--- config.mk ---
export PLATFORM = sky130hd
export DESIGN_NAME = pc_sequencer
export DESIGN_NICKNAME = d
export VERILOG_FILES = /design/src/rtl/pc_seq_pkg.sv /design/src/rtl/pc_branch_adder.sv /design/src/rtl/pc_sequencer.sv
export SDC_FILE = /design/constraint.sdc
export NUM_CORES = 1
export LEC_CHECK = 0
export CAP_MARGIN = 20
export CORE_AREA = 4 4 113 115
export CTS_CLUSTER_DIAMETER = 200
export DETAILED_ROUTE_END_ITERATION = 10
export DIE_AREA = 0 0 117 119
export GPL_TIMING_DRIVEN = 1
export PLACE_DENSITY = 0.49
export SLEW_MARGIN = 20
export SYNTH_ARGS = -nofsm -noshare
export SYNTH_HDL_FRONTEND = slang
export SYNTH_HIERARCHICAL = 1
export SYNTH_SLANG_ARGS = --single-unit
export TNS_END_PERCENT = 50
--- constraint.sdc ---
create_clock -name fclk -period 3.6 [get_ports fclk]
set_clock_uncertainty 0.1 [all_clocks]
set_input_delay 0.54 -clock fclk [delete_from_list [all_inputs] [get_ports fclk]]
set_output_delay 0.54 -clock fclk [all_outputs]
set_load 0.05 [all_outputs]
--- src/rtl/pc_seq_pkg.sv ---
// pc_seq_pkg: shared types and constants for the program-counter sequencer
//   pc_op_t    : decoder command encoding (5-7 behave as NOP)
//   pc_state_t : sequencer FSM states
//   VSEL_*     : vector select encodings
//   DEF_*      : default vector low-byte addresses
package pc_seq_pkg;

   typedef enum logic [2:0] {
      OP_NOP    = 3'd0,
      OP_INC    = 3'd1,
      OP_JMP    = 3'd2,
      OP_BRANCH = 3'd3,
      OP_VECTOR = 3'd4
   } pc_op_t;

   typedef enum logic [2:0] {
      S_IDLE,
      S_JMP_LO,
      S_JMP_HI,
      S_BR_FIX,
      S_VEC_LO,
      S_VEC_HI
   } pc_state_t;

   localparam logic [1:0] VSEL_NMI = 2'b00;
   localparam logic [1:0] VSEL_RST = 2'b01;
   localparam logic [1:0] VSEL_IRQ = 2'b10;
   localparam logic [1:0] VSEL_BRK = 2'b11;

   localparam logic [15:0] DEF_RESET_VECTOR = 16'hFFFC;
   localparam logic [15:0] DEF_NMI_VECTOR   = 16'hFFFA;
   localparam logic [15:0] DEF_IRQ_VECTOR   = 16'hFFFE;

   // Both 10 and 11 select the IRQ/BRK vector.
   function automatic logic [15:0] vec_base(input logic [1:0] sel, input logic [15:0] nmi,
                                            input logic [15:0] rst, input logic [15:0] irq);
      return (sel == VSEL_NMI) ? nmi : (sel == VSEL_RST) ? rst : irq;
   endfunction

endpackage

--- src/rtl/pc_branch_adder.sv ---
// pc_branch_adder: relative branch target computation
//   pc_i         : current program counter
//   offset_i     : signed 8-bit branch displacement
//   target_o     : pc_i + sign_extend(offset_i), modulo 2^16
//   page_cross_o : target lies in a different 256-byte page than pc_i
module pc_branch_adder (
   input  logic [15:0] pc_i,
   input  logic [7:0]  offset_i,
   output logic [15:0] target_o,
   output logic        page_cross_o
);

   assign target_o     = pc_i + {{8{offset_i[7]}}, offset_i};
   assign page_cross_o = target_o[15:8] != pc_i[15:8];

endmodule

--- src/rtl/pc_sequencer.sv ---
// pc_sequencer: 16-bit program counter sequencer (increment, jump, branch, vector fetch)
//   fclk, reset          : clock and synchronous active-high reset (reset starts a RESET_VECTOR fetch)
//   cmd_valid/cmd_op     : decoder command, accepted when cmd_ready (IDLE only)
//   vec_sel              : vector choice for OP_VECTOR
//   db_in/db_valid       : branch offset at accept, or fetched address bytes
//   pc_out               : current {PCH,PCL}
//   vec_addr/vec_req     : vector byte address being fetched
//   pch_carry            : pulse when PCL wraps or underflows
//   branch_penalty       : high in the page-cross fixup cycle
//   done                 : pulse when a command's PC update completes
// Optional feature: define PCSEQ_PAGE_PENALTY_EN for the two-cycle page-crossing branch.
module pc_sequencer
   import pc_seq_pkg::*;
#(
   parameter logic [15:0] RESET_VECTOR = DEF_RESET_VECTOR,
   parameter logic [15:0] NMI_VECTOR   = DEF_NMI_VECTOR,
   parameter logic [15:0] IRQ_VECTOR   = DEF_IRQ_VECTOR
) (
   input  logic        fclk,
   input  logic        reset,
   input  logic        cmd_valid,
   input  logic [2:0]  cmd_op,
   input  logic [1:0]  vec_sel,
   output logic        cmd_ready,
   input  logic [7:0]  db_in,
   input  logic        db_valid,
   output logic [15:0] pc_out,
   output logic [15:0] vec_addr,
   output logic        vec_req,
   output logic        pch_carry,
   output logic        branch_penalty,
   output logic        done
);

   pc_state_t   state_q, state_d;
   logic [15:0] pc_q, pc_d;
   logic [15:0] vec_addr_q, vec_addr_d;
   logic [7:0]  tmp_q, tmp_d;
   logic [7:0]  brh_q, brh_d;
   logic        carry_q, carry_d;
   logic        done_q, done_d;
   logic [15:0] target;
   logic        page_cross;

   pc_branch_adder u_adder (
      .pc_i         (pc_q),
      .offset_i     (db_in),
      .target_o     (target),
      .page_cross_o (page_cross)
   );

   always_comb begin
      state_d    = state_q;
      pc_d       = pc_q;
      vec_addr_d = vec_addr_q;
      tmp_d      = tmp_q;
      brh_d      = brh_q;
      carry_d    = 1'b0;
      done_d     = 1'b0;
      case (state_q)
         S_IDLE: begin
            if (cmd_valid) begin
               case (cmd_op)
                  OP_INC: begin
                     pc_d    = pc_q + 16'd1;
                     carry_d = &pc_q[7:0];
                     done_d  = 1'b1;
                  end
                  OP_JMP: state_d = S_JMP_LO;
                  OP_BRANCH: begin
                     carry_d = page_cross;
`ifdef PCSEQ_PAGE_PENALTY_EN
                     // Page cross: only PCL moves now; PCH is fixed up in BR_FIX.
                     if (page_cross) begin
                        pc_d    = {pc_q[15:8], target[7:0]};
                        brh_d   = target[15:8];
                        state_d = S_BR_FIX;
                     end else begin
                        pc_d   = target;
                        done_d = 1'b1;
                     end
`else
                     pc_d   = target;
                     done_d = 1'b1;
`endif
                  end
                  OP_VECTOR: begin
                     vec_addr_d = vec_base(vec_sel, NMI_VECTOR, RESET_VECTOR, IRQ_VECTOR);
                     state_d    = S_VEC_LO;
                  end
                  default: ;
               endcase
            end
         end
         S_JMP_LO: begin
            if (db_valid) begin
               tmp_d   = db_in;
               state_d = S_JMP_HI;
            end
         end
         S_BR_FIX: begin
            pc_d    = {brh_q, pc_q[7:0]};
            done_d  = 1'b1;
            state_d = S_IDLE;
         end
         S_VEC_LO: begin
            if (db_valid) begin
               tmp_d      = db_in;
               vec_addr_d = vec_addr_q + 16'd1;
               state_d    = S_VEC_HI;
            end
         end
         S_JMP_HI, S_VEC_HI: begin
            if (db_valid) begin
               pc_d    = {db_in, tmp_q};
               done_d  = 1'b1;
               state_d = S_IDLE;
            end
         end
         default: state_d = S_IDLE;
      endcase
   end

   always_ff @(posedge fclk) begin
      if (reset) begin
         state_q    <= S_VEC_LO;
         pc_q       <= 16'h0000;
         vec_addr_q <= RESET_VECTOR;
         tmp_q      <= 8'h00;
         brh_q      <= 8'h00;
         carry_q    <= 1'b0;
         done_q     <= 1'b0;
      end else begin
         state_q    <= state_d;
         pc_q       <= pc_d;
         vec_addr_q <= vec_addr_d;
         tmp_q      <= tmp_d;
         brh_q      <= brh_d;
         carry_q    <= carry_d;
         done_q     <= done_d;
      end
   end

   assign cmd_ready = state_q == S_IDLE;
   assign vec_req   = (state_q == S_VEC_LO) || (state_q == S_VEC_HI);
   assign pc_out    = pc_q;
   assign vec_addr  = vec_addr_q;
   assign pch_carry = carry_q;
   assign done      = done_q;
`ifdef PCSEQ_PAGE_PENALTY_EN
   assign branch_penalty = state_q == S_BR_FIX;
`else
   assign branch_penalty = 1'b0;
`endif

endmodule

Yosys cells after proc, flatten, opt, wreduce, memory -nomap -nowiden
Index checks and enable logic that the tools add are counted.

word-level totals
  input bits = 17
  word-level logic and storage cells = 68
  output and inout port bits = 37
  register bits = 45

cells by class
  add/subtract/negate cells = 3
  reduce and logical (&&, ||, !) cells = 16
  bitwise logic cells = 3
  multiplexer cells = 21
  eq/ne operators = 18

operators by type and width
  operator                 count
  $mux W16                 5
  $pmux W16 S2             2
  $pmux W16 S3             1
  $add A16 B1 Y16 const B  2
  $add A16 B16 Y16         1
  $mux W3                  5
  $eq A3 B2 Y1 const B     4
  $pmux W3 S4              1
  $reduce_and A5 Y1        2
  $eq A3 B3 Y1 const B     3
  $ne A2 B2 Y1 const B     4
  $ne A8 B8 Y1             1
  $reduce_and A4 Y1        2
  $reduce_and A8 Y1        1
  $eq A3 B1 Y1 const B     2
  $ne A3 B1 Y1 const B     2
  $pmux W3 S2              1
  $reduce_or A2 Y1         3
  $reduce_bool A2 Y1       2
  $logic_not A3 Y1         1
  $mux W1                  3
  $not A1 Y1               3
  $pmux W1 S3              1
  $reduce_bool A3 Y1       1
  8 further kinds          8

Depth between registers and ports, before layout
Gate-level depths: netlist (run 1).

  depth in word-level cells = 6
  gate-level depth with buffers = 11
  gate-level depth less buffers = 11

Modules after synthesis
Netlist (run 1), hierarchy kept.

by module, submodules not included
  module           area each (um^2)  times used  cells each  seq. area each (um^2)
  pc_sequencer     2623.8            1           324         900.9
  pc_branch_adder  844.6             1           103         0.0

Least setup slack after synthesis (run 1)
OpenSTA, ideal clock, no wires.

  path kind = register -> register
  start = register pc_q[0] (netlist: pc_out[0])
  end = register carry_q (netlist: pch_carry)
  buffers on the path = 0
  setup time = 116 ps
  clock period less this slack = 3187 ps
  arrival time = 2972 ps
  stages on the path, launching flop included = 12
  required time = 3384 ps
  setup slack = 413 ps
  cell sequence = dfxtp_1 ha_1 fa_1 a21oi_1 o2111ai_2 a2111oi_1 nor3_1 xnor2_1 nand4_1 or4_1 mux2i_1 nor2_1

on the way
  word-level cells in the longest chain between the ends = 3
  elaborated cells on any way between the ends = 4
  those cells by class = add/sub (1); eq/ne (1); mux (1); reduce/logical (1)

ends and longest elaborated chain
  item                    line                   text
  start, declared         pc_sequencer.sv:36     logic [15:0] pc_q, pc_d;
  start signal, assigned  pc_sequencer.sv:135    pc_q <= pc_d;
  $add A16 B16 Y16        pc_branch_adder.sv:13  assign target_o = pc_i + {{8{offset_i[7]}}, offset_i};
  $ne A8 B8 Y1            pc_branch_adder.sv:14  assign page_cross_o = target_o[15:8] != pc_i[15:8];
  named net page_cross    pc_sequencer.sv:43     logic page_cross;
  $pmux W1 S2             pc_sequencer.sv:63     case (cmd_op)
  end signal, assigned    pc_sequencer.sv:139    carry_q <= carry_d;
  end, declared           pc_sequencer.sv:40     logic carry_q, carry_d;

The timed path passes the listed nets, and every way through them passes these cells.
A chain may end at the register's enable or synchronous reset.

Worst setup path after layout (run 1)
  start = input port db_in[0]
  end = register carry_q (netlist: pch_carry)

on the way
  word-level cells in the longest chain between the ends = 3

ends and longest elaborated chain
  item                  line                   text
  start, declared       pc_sequencer.sv:25     input logic [7:0] db_in,
  $add A16 B16 Y16      pc_branch_adder.sv:13
  $ne A8 B8 Y1          pc_branch_adder.sv:14
  named net page_cross  pc_sequencer.sv:43
  $pmux W1 S2           pc_sequencer.sv:63

The timed path passes the listed nets, and every way through them passes these cells.

==> reports/results.ini, run 1 <==
[detailed_routing]
vias=3337
viasPerCell=5.182
wirelength_um=10280
drtAntennaViolNets=0
drtIter0Drc=173
drcViolationCount=0
drtPass1Iterations=4
wl_per_cell_um=15.96

[finish]
drive_above_1_share_pct=12.07
antenna_cells=0
final_nets=532
utilization_pct=37.89
stdcell_count=644
design_area_um2=4476
areaGrowthSynthToFinish_pct=29.04

[critical_path]
path_class=in -> reg
startpoint=db_in[0]
ff2ff_setup_slack_ns=0.56
path_buf_inv=1
cp.arrival_ns=3.48
cp_slowest_cell=clkdlybuf4s50_1
start_kind=primary input
worstPathCellList=clkdlybuf4s50_1, ha_1, fa_1, a21oi_1, o2111ai_2, a2111oi_2, nor3_1, xnor2_1, nand4_1, or4_1, mux2i_1, nor2_1
max_stage_delay_ns=0.42
end_kind=flip-flop
r2r_cells=11
rr_startpoint=pc_out[0]$_SDFFE_PP0P_
reg2reg_to=pch_carry$_SDFF_PP0_
critical_path.top_delay_family=compound AO/OA/AOI/OAI gates
cp_max_fo=4
required_ns=3.68

[floorplan]
core_area_um2=11810
dieArea_um2=13920
die_w_um=117
num_io_pins=54
die_y_um=119
std_cell_rows=40
start_util_pct=29.36

[clock_network]
clockRootBuffer=clkbuf_16
post_cts_buffers=0
cts_resized=0
cts_tree=built
cts_inserted_buffers=5
clkTransAtPathRegs_ns=0.06
htreeDepth=2
clock_latency_ns=0.29
cts.sinks=45
cts_buffer_depth=2
ctsHoldBuffers=0

[synth]
yosysUniqueCellTypes=64
ys_seq_area_share_pct=25.97
synth_top_cell_by_area=dfxtp_1
ys_seq_elements=45
synthAdderAreaFrac_pct=6.710
synth_top_family_by_area=simple AND/OR/NAND/NOR gates
syn_area_um2=3468
synth_compound_area_share_pct=22.80
synth_simple_gate_area_share_pct=24.39
synth-edff-count=0
synth_top_area_share_pct=25.97
ys_top_cells_by_count=52 x nor2_1, 45 x dfxtp_1, 36 x nand2_1, 25 x xor2_1, 22 x a21oi_1
yosysMostFrequentCell=nor2_1
synthXorXnorAreaFrac_pct=12.91
synth_area_leaders=dfxtp_1 26%, xor2_1 6.3%, ha_1 6.1%
async_flop_share_pct=0
yosys_warnings=6
synthCells=427
yosys_most_used_dff=dfxtp_1
synth.area.mux_share_pct=3.175
syn_nets=462
postSynthAreaPerCell_um2=8.123

[global_routing]
grt_pass1_vias=3247
antenna_found_initial=0
grtUsageTotal_pct=15.03
overflow=0
grt_use_met2_pct=22.72
grt_max_degree=17
grt_util_met1_pct=22.42
grt_pass1_wl_um=16880
met3_usage_pct=2.033
top_usage_layer=met2

[place]
gp_congestion=0.7796
pre_cts_ws_ns=-0.1534
placedCellCount=637
io_buffers=52
dp_hpwl_um=7915
place_area_um2=4310

[status]
status=complete, no violations

[flow_run]
maxCapViolCount=0

[sta]
setup_tns_ns=0
worstMarginPinSlew_ns=0.7481
slew_headroom_pct=50.13
maxSlewViolCount=0
min_period_ns=3.402
rsz0062_at_grt=false
hold_viol=0
worst_hold_slack_ns=0.3928
post-route-period-util_pct=94.49
setup_ws_ns=0.1983
setup_viol=0
max_freq_mhz=294.0

[min_path]
min_path_cells=2
hp-class=reg -> reg
min_to=pc_out[5]$_SDFFE_PP0P_
hp-start=tmp_q[5]$_SDFFE_PP0P_

[pwr]
power_mw=1.701
leakage_nw=1.778
ir_drop_mv=0.2046
p_per_area_nw_per_um2=380.0

-- logic make-up after synthesis --
family,after synthesis
multiplexers,11
flip-flops,45
AND/OR/NAND/NOR,168
buffers and inverters,28
AO/OA/AOI/OAI,110
adder cells (fa/ha/maj),18
other,1
XOR/XNOR,46
-- area by class of cell --
type	instances	area (µm²)
Fill cell	1239	7336
Clock inverter	2	35.03
Clock buffer	5	125.1
Sequential cell	45	900.9
Multi-Input combinational cell	354	2436
Timing Repair Buffer	86	775.7
Tap cell	147	183.9
Inverter	5	18.77
-- worst register-to-register path: stages (launching register included) --
cell and delay [ns]:
dfxtp_1 0.31, ha_1 0.22, fa_1 0.42, a21oi_1 0.26, o2111ai_2 0.26, a2111oi_2 0.35, nor3_1 0.13, xnor2_1 0.16
nand4_1 0.11, or4_1 0.41, mux2i_1 0.14, nor2_1 0.06
-- worst max path at each step --
stage                                 endpoint  slack (ns)  cells after the start
after CTS                 pch_carry$_SDFF_PP0_        0.12                     12
after detailed placement  pch_carry$_SDFF_PP0_       -0.15                     12
after global placement    pch_carry$_SDFF_PP0_       -0.15                     12
after global routing      pch_carry$_SDFF_PP0_       0.005                     12
after floorplan           pch_carry$_SDFF_PP0_        0.41                     11
final                     pch_carry$_SDFF_PP0_        0.20                     12
-- sequential cells by signal, summed over array words and instances (netlist names) --
| name | flops |
|---|---|
| pc_out | 16 |
| vec_addr | 16 |
| tmp_q | 8 |
| state_q | 3 |
| done | 1 |
| pch_carry | 1 |
-- per-layer routing --
metal	wire length (µm)	part of all wire (%)
met5	0	0
met4	80	0.78
met3	279	2.7
met2	4755	46
met1	5165	50
-- where the power goes --
group	internal [mW]	total, mW	switching (mW)
clock	0.322	0.510	0.188
sequential	0.529	0.573	0.0440
combinational	0.267	0.617	0.350
total	1.12	1.70	0.582
-- placed cells by master (no fill, tap or decap), drive strengths merged, types with 3 or more instances in the layout --
cell type      instances
a22oi                  3
mux2i                 11
a21o                   8
a21oi                 24
nand3                 15
nand2b                 5
dfxtp                 45
and2                   5
and3                  10
buf                   34
a31oi                  7
a311oi                 5
nand2                 36
clkdlybuf4s50         52
nor2b                  4
a211oi                15
o21ai                 21
nand3b                 3
clkbuf                 5
inv                    5
a21boi                 4
and4                   3
xnor3                  3
xnor2                 18
xor2                  25
nand4                 12
nor3                  14
nor2                  52
ha                    17
No activity file was read; power rests on OpenSTA's default activity.
==> run 2, diff against run 1 <==
Settings changed: PLACE_DENSITY 0.49 to unset.
==> run 2 against run 1 <==
Net effect:
- sequential share of layout area grew 0.21 points
- clock-buffer cell count is the same
- die area is the same
- global-route usage shrank 0.32 points
- register-to-register slack lost 0.14 ns
- first-iteration DRC count shrank 19%
- fmax shrank 1.2%
- total power grew 2.4%
- critical path type unchanged
- critical endpoint unchanged
- largest power group unchanged
==> reports/results.ini, run 2 (synthesis gave the netlist of run 1 again) <==
[status]
status=complete, no violations

[clock_network]
clockRootBuffer=clkbuf_16
cts.sinks=45
post_cts_buffers=0
clkTransAtPathRegs_ns=0.08
cts_tree=built
clock_latency_ns=0.29
cts_buffer_depth=2
cts_inserted_buffers=5
ctsHoldBuffers=0
cts_resized=0
htreeDepth=2

[critical_path]
cp_max_fo=4
max_stage_delay_ns=0.43
start_kind=primary input
worstPathCellList=clkdlybuf4s50_1, ha_1, fa_1, a21oi_1, o2111ai_2, a2111oi_2, nor3_1, xnor2_1, nand4_1, or4_1, mux2i_1, nor2_1
cp.arrival_ns=3.53
critical_path.top_delay_family=compound AO/OA/AOI/OAI gates
cp_slowest_cell=clkdlybuf4s50_1
path_class=in -> reg
end_kind=flip-flop
path_buf_inv=1
required_ns=3.69

[flow_run]
maxCapViolCount=0

[pwr]
ir_drop_mv=0.3560
clockPowerShare_pct=32.1
p_int_mw=1.123
leakage_nw=1.740
swShare_pct=35.53
seq_power_share_pct=32.9
combPwrFrac_pct=35.0
power_mw=1.741
p_per_area_nw_per_um2=393.2
p_switching_mw=0.6187

[sta]
setup_viol=0
min_period_ns=3.442
setup_ws_ns=0.1577
worstMarginPinSlew_ns=0.9709
post-route-period-util_pct=95.62
slew_headroom_pct=34.78
worst_hold_slack_ns=0.3915
maxSlewViolCount=0
hold_viol=0
max_freq_mhz=290.5

[detailed_routing]
drtIter0Drc=140
wl_per_cell_um=16.08
drcViolationCount=0
vias=3425
wirelength_um=10240
drtAntennaViolNets=0
viasPerCell=5.377
drtPass1Iterations=5

[finish]
drive_above_1_share_pct=10.82
ff_latch_area_um2=900.9
antenna_cells=0
fillerInstances=1234
final_nets=524
areaGrowthSynthToFinish_pct=27.71
final_cell_mix=52 x nor2_1, 52 x clkdlybuf4s50_1, 45 x dfxtp_1, 36 x nand2_1, 26 x buf_4
multiInputGateArea_um2=2436

[place]
gp_congestion=0.8815
pre_cts_ws_ns=-0.1785
io_buffers=52
dp_hpwl_um=7675

[floorplan]
die_w_um=117
start_util_pct=29.36
std_cell_rows=40
die_y_um=119
core_area_um2=11810
dieArea_um2=13920
num_io_pins=54

[global_routing]
grt_pass1_wl_um=16850
overflow=0
grt_pass1_vias=3303
grtUsageTotal_pct=14.71
grt_max_degree=26
antenna_found_initial=0

[min_path]
hp-class=reg -> reg

==> run 2: cell count changes in the layout (fill, tap and decap cells not counted), sizes merged <==
cell / change
buf: -8
clkinvlp: +1
inv: +1
clkinv: -1
==> run 2: cell type report <==
type,count,area share (%)
repair buffers,78,16.16
clock buffers,5,2.825
clock inverters,3,1.102
well taps,147,4.153
inverters,5,0.4237
multi-input cells,354,55.00
flip-flops and latches,45,20.34
==> run 2: power by group through the flow <==
stage,Sequential (mW),Clock (mW),Combinational [mW]
after global routing,0.579,0.581,0.667
after floorplan,0.648,0,0.357
after detailed placement,0.584,0,0.603
after CTS,0.573,0.565,0.608
final,0.573,0.559,0.610
after global placement,0.584,0,0.599
==> run 2: path summary, 6_finish.rpt <==
check                    startpoint                endpoint  slack (ns)  cells after the start
max                        db_in[0]    pch_carry$_SDFF_PP0_        0.16                     12
min           tmp_q[6]$_SDFFE_PP0P_  pc_out[6]$_SDFFE_PP0P_        0.39                      2
max reg2reg  pc_out[0]$_SDFFE_PP0P_    pch_carry$_SDFF_PP0_        0.42                     11
min reg2reg   tmp_q[6]$_SDFFE_PP0P_  pc_out[6]$_SDFFE_PP0P_        0.39                      2
==> run 2: per-layer routing <==
metal  vias up  routed length, µm  global-route usage [%]
li1       1681                  -                       -
met1      1645               4861                   20.77
met2        91               4794                   23.51
met3         8                502                   2.591
met4         0                 82                   2.796
met5         -                  0                       0
==> run 2: worst reg2reg max path, delay by kind of cell (launching register included) <==
family | cells | cell delay, ns
AO/OA/AOI/OAI | 3 | 0.90
AND/OR/NAND/NOR | 4 | 0.71
adder cells (fa/ha/maj) | 2 | 0.66
flip-flops | 1 | 0.39
XOR/XNOR | 1 | 0.17
multiplexers | 1 | 0.14
==> run 2: metrics by stage <==
step	instances	utilization [%]	cell area (µm²)	setup TNS [ns]
after global routing	637	37.50	4429	-0.02583
after floorplan	427	-	3468	0
final	637	37.50	4429	0
after detailed placement	629	35.99	4250	-0.2318
after global placement	629	35.99	4250	-0.1726
after CTS	637	37.46	4424	0
==> run 3, diff against run 2 <==
Settings changed: CTS_CLUSTER_DIAMETER 200 to 30.
==> results of run 3 <==
No change in the layout: final DEF, timing and power equal those of run 2.
